--- src/rtl/mkio_pkg.sv ---
// MIL-STD-1553B (MKIO) shared definitions: line-state and receiver FSM
// encodings, sync pattern constants and counter-width helpers.
package mkio_pkg;

   // Decoded differential line state (di1,di0): 10 = HI, 01 = LO, 00/11 = NUL
   typedef enum logic [1:0] {
      LINE_NUL = 2'b00,
      LINE_LO  = 2'b01,
      LINE_HI  = 2'b10
   } line_t;

   // Word receiver FSM states
   typedef enum logic [1:0] {
      ST_IDLE  = 2'b00,
      ST_SYNC2 = 2'b01,
      ST_BITS  = 2'b10,
      ST_DONE  = 2'b11
   } rx_state_t;

   // Command/status sync starts HI; data sync starts LO. Each sync half is 3 half-bits.
   localparam line_t       SYNC_CMD_FIRST = LINE_HI;
   localparam int unsigned SYNC_HALFBITS  = 3;

   // Map raw synchronized pin pair to a line state
   function automatic line_t line_decode(input logic [1:0] pins);
      case (pins)
         2'b10:   return LINE_HI;
         2'b01:   return LINE_LO;
         default: return LINE_NUL;
      endcase
   endfunction

   // Bits needed to hold values 0..max_val
   function automatic int unsigned cnt_w(input int unsigned max_val);
      return (max_val < 2) ? 1 : $clog2(max_val + 1);
   endfunction

endpackage

--- src/rtl/mkio_line_sync.sv ---
// Two-flop synchronizer for the asynchronous transceiver lines followed by
// line-state decode. Shared by the MKIO receiver and encoder.
//   clk, reset   : clock, asynchronous active-high reset
//   i_di1, i_di0 : raw transceiver outputs (asynchronous)
//   o_line_c     : decoded line state of the synchronized pins (combinational)
module mkio_line_sync
   import mkio_pkg::*;
(
   input  logic  clk,
   input  logic  reset,
   input  logic  i_di1,
   input  logic  i_di0,
   output line_t o_line_c
);

   logic [1:0] r_meta;
   logic [1:0] r_sync;

   // Metastability filter
   always_ff @(posedge clk or posedge reset) begin
      if (reset) begin
         r_meta <= 2'b00;
         r_sync <= 2'b00;
      end else begin
         r_meta <= {i_di1, i_di0};
         r_sync <= r_meta;
      end
   end

   assign o_line_c = line_decode(r_sync);

endmodule

--- src/rtl/mkio_rx_decoder.sv ---
// MIL-STD-1553B Manchester-II word receiver for one bus channel. Qualifies the
// sync mid-edge from the run length, samples every bit at its half-bit centres,
// and reports sync type, data field, parity and Manchester errors.
// Optional build macro MKIO_RX_RESYNC_EN: valid mid-bit transitions re-align
// the sample phase; undefined, samples are free-running from the sync mid-edge.
//   clk, reset      : clock, asynchronous active-high reset
//   rx_en           : receiver enable, low aborts a word and forces IDLE
//   di1, di0        : transceiver lines (asynchronous)
//   rx_strob        : registered rx_en
//   rx_busy         : word in progress
//   rx_valid        : one-cycle pulse, word done or Manchester error
//   rx_cmd          : 1 = command/status sync, 0 = data sync
//   rx_data         : decoded field, MSB first on the line
//   rx_par_err      : odd-parity failure
//   rx_manch_err    : Manchester violation
module mkio_rx_decoder
   import mkio_pkg::*;
#(
   parameter int unsigned CLK_PER_HALFBIT = 16,
   parameter int unsigned DATA_W          = 16,
   parameter int unsigned SYNC_TOL        = 3
)(
   input  logic              clk,
   input  logic              reset,
   input  logic              rx_en,
   input  logic              di1,
   input  logic              di0,
   output logic              rx_strob,
   output logic              rx_busy,
   output logic              rx_valid,
   output logic              rx_cmd,
   output logic [DATA_W-1:0] rx_data,
   output logic              rx_par_err,
   output logic              rx_manch_err
);

   localparam int unsigned H       = CLK_PER_HALFBIT;
   localparam int unsigned RUN_MAX = 8 * H;
   localparam int unsigned RUN_W   = cnt_w(RUN_MAX);
   localparam int unsigned T_W     = cnt_w(SYNC_HALFBITS * H);
   localparam int unsigned PH_W    = cnt_w(2 * H - 1);
   localparam int unsigned BIT_W   = cnt_w(DATA_W);
   localparam int unsigned RUN_LO  = SYNC_HALFBITS * H - SYNC_TOL;
   // Upper bound allows the sync first half to merge with the previous parity half
   localparam int unsigned RUN_HI  = (SYNC_HALFBITS + 1) * H + SYNC_TOL;

   line_t             w_line;
   logic              w_change;
   logic              w_hilo_edge;
   logic              w_sample_bit;
   logic              w_manch_bad;

   line_t             r_prev;
   logic [RUN_W-1:0]  r_run;

   rx_state_t         r_state,    w_state_n;
   logic [T_W-1:0]    r_t,        w_t_n;
   logic [PH_W-1:0]   r_ph,       w_ph_n;
   logic [BIT_W-1:0]  r_bit,      w_bit_n;
   logic [DATA_W-1:0] r_shift,    w_shift_n;
   line_t             r_first,    w_first_n;
   logic              r_cmd_word, w_cmd_word_n;

   logic              r_strob;
   logic              r_busy,     w_busy_n;
   logic              r_valid,    w_valid_n;
   logic              r_cmd,      w_cmd_n;
   logic [DATA_W-1:0] r_data,     w_data_n;
   logic              r_par_err,  w_par_err_n;
   logic              r_manch,    w_manch_n;

   mkio_line_sync u_line_sync (
      .clk      (clk),
      .reset    (reset),
      .i_di1    (di1),
      .i_di0    (di0),
      .o_line_c (w_line)
   );

   assign w_change    = (w_line != r_prev);
   assign w_hilo_edge = w_change && (w_line != LINE_NUL) && (r_prev != LINE_NUL);

   // Run counter: clocks the previous line state has been held, saturating.
   // Free-running so a back-to-back sync merged with the parity half still qualifies.
   always_ff @(posedge clk or posedge reset) begin
      if (reset) begin
         r_prev <= LINE_NUL;
         r_run  <= '0;
      end else begin
         r_prev <= w_line;
         if (w_change)
            r_run <= RUN_W'(1);
         else if (r_run != RUN_W'(RUN_MAX))
            r_run <= r_run + RUN_W'(1);
      end
   end

   // State and output registers
   always_ff @(posedge clk or posedge reset) begin
      if (reset) begin
         r_state    <= ST_IDLE;
         r_t        <= '0;
         r_ph       <= '0;
         r_bit      <= '0;
         r_shift    <= '0;
         r_first    <= LINE_NUL;
         r_cmd_word <= 1'b0;
         r_strob    <= 1'b0;
         r_busy     <= 1'b0;
         r_valid    <= 1'b0;
         r_cmd      <= 1'b0;
         r_data     <= '0;
         r_par_err  <= 1'b0;
         r_manch    <= 1'b0;
      end else begin
         r_state    <= w_state_n;
         r_t        <= w_t_n;
         r_ph       <= w_ph_n;
         r_bit      <= w_bit_n;
         r_shift    <= w_shift_n;
         r_first    <= w_first_n;
         r_cmd_word <= w_cmd_word_n;
         r_strob    <= rx_en;
         r_busy     <= w_busy_n;
         r_valid    <= w_valid_n;
         r_cmd      <= w_cmd_n;
         r_data     <= w_data_n;
         r_par_err  <= w_par_err_n;
         r_manch    <= w_manch_n;
      end
   end

   // Next-state and output logic
   always_comb begin
      w_state_n    = r_state;
      w_t_n        = r_t;
      w_ph_n       = r_ph;
      w_bit_n      = r_bit;
      w_shift_n    = r_shift;
      w_first_n    = r_first;
      w_cmd_word_n = r_cmd_word;
      w_valid_n    = 1'b0;
      w_cmd_n      = r_cmd;
      w_data_n     = r_data;
      w_par_err_n  = r_par_err;
      w_manch_n    = r_manch;
      w_sample_bit = (r_first == LINE_HI);
      w_manch_bad  = (r_first == LINE_NUL) || (w_line == LINE_NUL) || (w_line == r_first);

      if (!rx_en) begin
         w_state_n = ST_IDLE;
      end else begin
         case (r_state)
            ST_IDLE: begin
               // Sync mid-edge: HI<->LO after a run of roughly three half-bits
               if (w_hilo_edge && (r_run >= RUN_W'(RUN_LO)) && (r_run <= RUN_W'(RUN_HI))) begin
                  w_state_n    = ST_SYNC2;
                  w_t_n        = T_W'(1);
                  w_cmd_word_n = (r_prev == SYNC_CMD_FIRST);
               end
            end

            ST_SYNC2: begin
               w_t_n = r_t + T_W'(1);
               if (w_change && (r_t < T_W'(RUN_LO))) begin
                  w_state_n = ST_IDLE;
               end else if (r_t == T_W'(SYNC_HALFBITS * H - 1)) begin
                  // Next cycle is the start of bit 0
                  w_state_n = ST_BITS;
                  w_ph_n    = '0;
                  w_bit_n   = '0;
               end
            end

            ST_BITS: begin
               w_ph_n = (r_ph == PH_W'(2 * H - 1)) ? '0 : r_ph + PH_W'(1);
`ifdef MKIO_RX_RESYNC_EN
               // Mid-bit transition marks phase H; realign so later samples track it
               if (w_hilo_edge && (r_ph > PH_W'(H / 2)) && (r_ph < PH_W'(3 * H / 2)))
                  w_ph_n = PH_W'(H + 1);
`endif
               if (r_ph == PH_W'(H / 2))
                  w_first_n = w_line;

               if (r_ph == PH_W'(3 * H / 2)) begin
                  if (w_manch_bad) begin
                     w_state_n   = ST_IDLE;
                     w_valid_n   = 1'b1;
                     w_manch_n   = 1'b1;
                     w_par_err_n = 1'b0;
                     w_data_n    = '0;
                     w_cmd_n     = r_cmd_word;
                  end else if (r_bit == BIT_W'(DATA_W)) begin
                     // Parity bit: total ones over data plus parity must be odd
                     w_state_n   = ST_DONE;
                     w_valid_n   = 1'b1;
                     w_manch_n   = 1'b0;
                     w_par_err_n = ~((^r_shift) ^ w_sample_bit);
                     w_data_n    = r_shift;
                     w_cmd_n     = r_cmd_word;
                  end else begin
                     w_shift_n = {r_shift[DATA_W-2:0], w_sample_bit};
                     w_bit_n   = r_bit + BIT_W'(1);
                  end
               end
            end

            ST_DONE: begin
               w_state_n = ST_IDLE;
            end

            default: begin
               w_state_n = ST_IDLE;
            end
         endcase
      end

      w_busy_n = (w_state_n == ST_SYNC2) || (w_state_n == ST_BITS);
   end

   assign rx_strob     = r_strob;
   assign rx_busy      = r_busy;
   assign rx_valid     = r_valid;
   assign rx_cmd       = r_cmd;
   assign rx_data      = r_data;
   assign rx_par_err   = r_par_err;
   assign rx_manch_err = r_manch;

endmodule

--- config.mk ---
export PLATFORM = sky130hd
export DESIGN_NAME = mkio_rx_decoder
export DESIGN_NICKNAME = d
export VERILOG_FILES = /design/src/rtl/mkio_pkg.sv /design/src/rtl/mkio_line_sync.sv /design/src/rtl/mkio_rx_decoder.sv
export SDC_FILE = /design/constraint.sdc
export NUM_CORES = 1
export LEC_CHECK = 0
export CAP_MARGIN = 0
export CORE_ASPECT_RATIO = 0.6
export CORE_MARGIN = 2
export CORE_UTILIZATION = 55
export DETAILED_ROUTE_END_ITERATION = 12
export MAX_ROUTING_LAYER = met4
export PLACE_DENSITY_LB_ADDON = 0.05
export SYNTH_ARGS = -nofsm -noshare
export SYNTH_HDL_FRONTEND = slang
export SYNTH_SLANG_ARGS = --single-unit
--- constraint.sdc ---
create_clock -name clk -period 5.5 [get_ports clk]
set_input_delay 0.825 -clock clk [delete_from_list [all_inputs] [get_ports clk]]
set_output_delay 0.825 -clock clk [all_outputs]
set_load 0.005 [all_outputs]
# [Word-level counts from Yosys, hierarchy flattened]
# Cells that the tools add are included.
[word_totals] register_bits=73 in_bits=5 out_inout_bits=22 wordCells=111
[classes] n_addsub=4 magnitude_cmp=3 eq_ne=23 mux=34 n_bitwise=4 reduce_logical=25
[op_table] op="$mux 16" n=2
[op_table] op="$mux 5" n=6
[op_table] op="$pmux 5 s2" n=2
[op_table] op="$mux 8" n=2
[op_table] op="$reduce_xor 16->1" n=1
[op_table] op="$eq 5x5->1 const B" n=3
[op_table] op="$mux 2" n=7
[op_table] op="$eq 2x2->1 const B" n=6
[op_table] op="$ne 2x2->1 const B" n=6
[op_table] op="$pmux 6 s2" n=1
[op_table] op="$reduce_bool 2->1" n=6
[op_table] op="$mux 1" n=11
[op_table] op="$add 5x1->5 const B" n=2
[op_table] op="$reduce_and 3->1" n=3
[op_table] op="$add 8x1->8 const B" n=1
[op_table] op="$ge 8x6->1 const B" n=1
[op_table] op="$le 8x7->1 const B" n=1
[op_table] op="$ne 8x8->1 const B" n=1
[op_table] op="$pmux 2 s4" n=1
[op_table] op="$reduce_and 4->1" n=2
[op_table] op="$reduce_and 7->1" n=1
[op_table] op="$add 6x1->6 const B" n=1
[op_table] op="$eq 2x1->1 const B" n=3
[op_table] op="$eq 6x6->1 const B" n=1
[op_table] op="other kinds (12)" n=22

# [Logic depth before layout (Yosys ltp)]
[depth] depth_word=12 ltp_mapped=10 mapped_depth_nobuf=9

# [Modules after synthesis]
# A second synthesis with hierarchy kept.
[hier_totals] cells_unflattened=320 area_unflattened_um2=3417.0
[by_module_without_submodules] mod="mkio_rx_decoder" instances=1 cells_per_inst=313 area_per_inst_um2=3298.2
[by_module_without_submodules] mod="mkio_line_sync" instances=1 cells_per_inst=7 area_per_inst_um2=118.9

# [Worst setup path after synthesis]
# OpenSTA, ideal clock, no wires.
[synth_path] path_type="reg-to-reg" startpoint="register u_line_sync.r_sync[0]" endpoint="register r_shift[0]" arrival_time_ns=1.921 required_time_ns=5.375 setup_slack_ns=3.454 stages_incl_launch_ff=10 n_path_buf=1 period_less_slack_ns=2.046 path_cell_list="dfrtp_1 inv_1 ha_1 nor2b_1 o21ai_1 a21oi_4 a32o_2 nand3_4 buf_6 mux2_4"
[synth_between] elab_chain_cells=7 word_cells_on_any_way=9 cone_classes="eq/ne (3); mux (1); bitwise (1); reduce/logical (4)"
[synth_lines] item="start: declaration" line_no="mkio_line_sync.sv:17" rtl="logic [1:0] r_sync;"
[synth_lines] item="start signal: assignment" line_no="mkio_line_sync.sv:26" rtl="r_sync <= r_meta;"
[synth_lines] item="$eq 2x1->1 / $eq 2x2->1 (equally long branches)" line_no="mkio_pkg.sv:26" rtl="case (pins)"
[synth_lines] item="$pmux 2 s2 (*)" line_no="mkio_pkg.sv:26"
[synth_lines] item="via u_line_sync.o_line_c[1]" line_no="mkio_line_sync.sv:13" rtl="output line_t o_line_c"
[synth_lines] item="$logic_not 2->1" line_no="mkio_rx_decoder.sv:148" rtl="w_manch_bad = (r_first == LINE_NUL) || (w_line == LINE_NUL) || (w_line == r_first);"
[synth_lines] item="$logic_or 1x1->1" line_no="mkio_rx_decoder.sv:148"
[synth_lines] item="$logic_or 1x1->1 (*)" line_no="mkio_rx_decoder.sv:148"
[synth_lines] item="$not 1->1 (no source line) (*)"
[synth_lines] item="$reduce_and 5->1 (no source line) (*)"
[synth_lines] item="end signal: assignment" line_no="mkio_rx_decoder.sv:120" rtl="r_shift <= w_shift_n;"
[synth_lines] item="end: declaration" line_no="mkio_rx_decoder.sv:60" rtl="logic [DATA_W-1:0] r_shift, w_shift_n;"
# Mark *: on every way through the listed nets, which the timed path passes. The rest lies on a longest branch.
# A chain may end at the register's enable or synchronous reset.

# [Worst setup path after layout]
# Same ends and word-level chain as after synthesis.

==> results.md <==
Die:
- The effective utilization at floorplan is 57.28%.
- The floorplan step set the die width to 107.2 um.
- The top-level port count is 27.
- The number of core rows is 22.
- The core region is 6138 sq um.
- The die height is 65.93 um.
- The die outline area is 7069 sq um.

Worst setup path:
- The timing startpoint of the critical path is u_line_sync.r_sync[0].
- The worst register-to-register path ends at r_shift[0].
- In this run the critical register-to-register path is launched from u_line_sync.r_sync[0].
- The startpoint-to-endpoint class of the critical path is register to register.
- The critical path data arrival time is 2.89 ns.
- The maximum fanout along the worst path is 23.
- The slack of the worst reg-to-reg path is 2.84 ns.
- The kind of start point of the critical path is a register.
- STA puts the critical path data required time at 5.73 ns.
- The worst setup path is captured at a register.
- In this run the worst setup path terminates at r_shift[0].
- The depth of the most critical reg-to-reg path is 8.

Synth:
- Yosys mapped the design onto 53 distinct sky130hd cell types.
- The fraction of the yosys area taken by sequential cells is 51.96%.
- Synthesis handed over a netlist of 333 instances.
- For this run, asynchronously set or reset flops after synthesis account for 100.0%.
- The number of flip-flops and latches in the synthesized netlist is 73.
- After synthesis, the mean cell area works out to 10.56 sq um.
- The summed instance area of the synthesized netlist is 3516 sq um.
- By area the synthesized netlist is led by dfrtp_1 (52%), nand2_1 (6.0%), ha_1 (4.6%).
- For this run, the number of Yosys warnings is 0.
- The share of Yosys cell area claimed by the top area cell type is 51.96%.
- The most used flip-flop cell after synthesis is dfrtp_1.
- The count of flip-flops with a built-in enable after synthesis is 0.
- When the netlist entered floorplanning its net count stood at 351.
- The largest area contributor in the netlist is dfrtp_1.

Final layout:
- At the end of the flow, the number of nets in the layout was 382.
- The end-of-flow core utilization is 65.82%.
- The final-layout fill cell count is 503.
- The area growth from synthesis to layout is 14.91%.
- In the final layout, the share of cells above drive strength 1 is 10.63%.
- The count of placed standard cells in the final layout, fillers left out is 451.
- The repair_antennas step left the layout with diodes totalling 0.
- The design area is 4040 sq um.

Timing:
- The worst hold slack is 0.3494 ns.
- The count of final hold-check violations is 0.
- Setup repair after global routing left no endpoint under its margin.
- The final worst-path cycle share is 48.36%.
- Clock skew on the completed layout was measured at 0.009524 ns.
- For the final routed database, the setup TNS stands at 0 ns.
- The final number of setup-violating endpoints is 0.
- The least setup slack across all paths after layout is 2.840 ns.
- The count of final max-slew check failures is 0.
- The worst pin sits at a relative slew slack of 48.67%.
- For the pin with the worst max-slew slack, the measured transition is 0.7684 ns.
- The minimum clock period after layout is 2.660 ns.
- Derived from the worst setup path, the maximum achievable clock frequency is 376.0 MHz.

Clock tree:
- Clock tree synthesis inserted a total of 9 buffers.
- The number of gates resized after CTS was 0.
- The count of H-tree levels built during CTS is 3.
- The clock net in this run drives a total of 73 sinks.
- In this run, post-CTS hold repair placed 0 buffers.
- The CTS tree is yes.
- The library cell used as clock root buffer is clkbuf_8.
- Once the clock tree was built, the setup fixing pass inserted 0 buffers.
- No sink is reached through more buffers than the 2 on the longest clock path.
- For the worst-skew pair, the clock arrives at the later sink with an insertion delay of 0.35 ns.
- Clock-pin slew was measured on the worst setup and hold paths at 0.07 ns.

Routing:
- The routed layout has 2432 vias.
- The detail-routed via count per cell is 5.392.
- The initial detailed-routing violation count is 101.
- Once detail routing completed, the nets flagged for antenna violations numbered 0.
- For this block, the routed nets add up to 6613 um of wire.
- Dividing the detail-routed wire length by the instance count gives 14.66 um.
- The DRC violation count after routing is 0.
- The total iterations of the first detailed-routing run is 4.

Global routing:
- The number of global-route vias before repair is 2254.
- For met1 alone, demand over resource in global routing was 32.32%.
- The initial antenna violation count was 0.
- The residual overflow from global routing is 0.
- The met3 global-route usage is 6.108%.
- The most crowded layer after global routing is met1.
- The global-route met2 utilization is 28.56%.
- Entering global routing, the biggest net connects 60 pins.
- The first global-routing pass estimated 11230 um of wire.
- The global routing usage summed across all routing layers is 21.79%.

Run status:
- The run finished with clean final reports.

Flow run:
- Max-cap violations in this run came to 0.

Pwr:
- The leakage component of the power is 1.936 nW.
- The post-layout total power is 1.000 mW.
- The total power density per cell area is 247.6 nW/um^2.
- VDD sags by at most 0.1527 mV.

Placement:
- Buffers placed on the I/O ports in this run total 26.
- The placed wire-length estimate is 4617 um.
- The post-place setup slack is 2.620 ns.
- The placed instance area is 3856 sq um.
- At the end of routability-driven placement, the weighted congestion stood at 0.8290.
- The number of placed instances, taps included, is 437.

Worst hold path:
- The tightest min-delay check is of the register to register type.
- The startpoint of the most critical hold path is u_line_sync.r_meta[1].
[state kept, by name, indices dropped and copies added, names as in the netlist]
signal	flops
r_prev	2
rx_valid	1
r_ph	5
u_line_sync.r_sync	2
rx_data	16
r_first	2
r_state	2
rx_manch_err	1
rx_busy	1
rx_strob	1
rx_par_err	1
r_cmd_word	1
u_line_sync.r_meta	2
r_run	8
r_bit	5
rx_cmd	1
r_shift	16
r_t	6
[critical path, cell delays in order, from the launching register on]
cell and delay [ns]:
dfrtp_1 0.38, inv_1 0.06, ha_1 0.21, nor2b_1 0.16
o21ai_1 0.10, a21oi_4 0.55, a32o_2 0.39, nand3_4 0.29
mux2_4 0.41
[cell usage after synthesis (6+ instances only)]
master   instances
dfrtp_1         73
nand2_1         56
nand3_1         29
inv_1           16
xnor2_1         16
nor2_1          14
ha_1            13
o21ai_0         13
mux2_4           9
xor2_1           8
mux2_2           7
nor3_1           7
a21oi_1          6
nor2b_1          6
[worst min path at each step]
stage                                 end  depth (start not counted)  slack [ns]
finish              u_line_sync.r_sync[1]                          0        0.35
floorplan           u_line_sync.r_sync[0]                          0        0.33
global placement    u_line_sync.r_sync[1]                          0        0.33
CTS                 u_line_sync.r_sync[1]                          0        0.35
global route        u_line_sync.r_sync[0]                          0        0.36
detailed placement  u_line_sync.r_sync[1]                          0        0.34
[cell type report]
type	instances	area (sq um)	area share, %
clock inverters	3	42.54	1.053
repair buffers	28	275.3	6.813
inverters	17	63.81	1.579
well taps	84	105.1	2.601
flip-flops and latches	73	1827	45.22
multi-input cells	235	1585	39.24
clock buffers	11	141.4	3.500
[where the power goes]
part	switching (mW)	internal [mW]	total [mW]
Combinational	0.0307	0.0166	0.0473
Sequential	0.00707	0.543	0.550
Clock	0.186	0.216	0.403
Total	0.224	0.776	1.00
[cell usage in the layout, fill, tap and decap left out, drive strengths merged, types with 3 or more instances in the layout]
cell and instances:
nor2 14, nand2 56, nand4 5, xor2 8
mux2i 3, ha 13, nand3 30, nor2b 7
a21oi 8, clkdlybuf4s50 26, nor3 7, xnor2 16
nand2b 3, dfrtp 73, or3 4, o21ai 16
clkbuf 11, inv 17, mux2 17
[logic make-up after synthesis]
group	share of synthesized area (%)
muxes	7.260
buffers and inverters	2.954
and+or+nand+nor	18.90
adders and majority gates	4.626
xor gates and xnor gates	6.619
AOI/OAI and AO/OA	7.687
DFF	51.96
[routing by layer]
layer,share of wire (%),vias up
met5,0,-
met4,1.0,0
met3,6.3,9
met2,41,70
met1,52,1155
li1,-,1198
No activity file was read; power rests on OpenSTA's default activity.
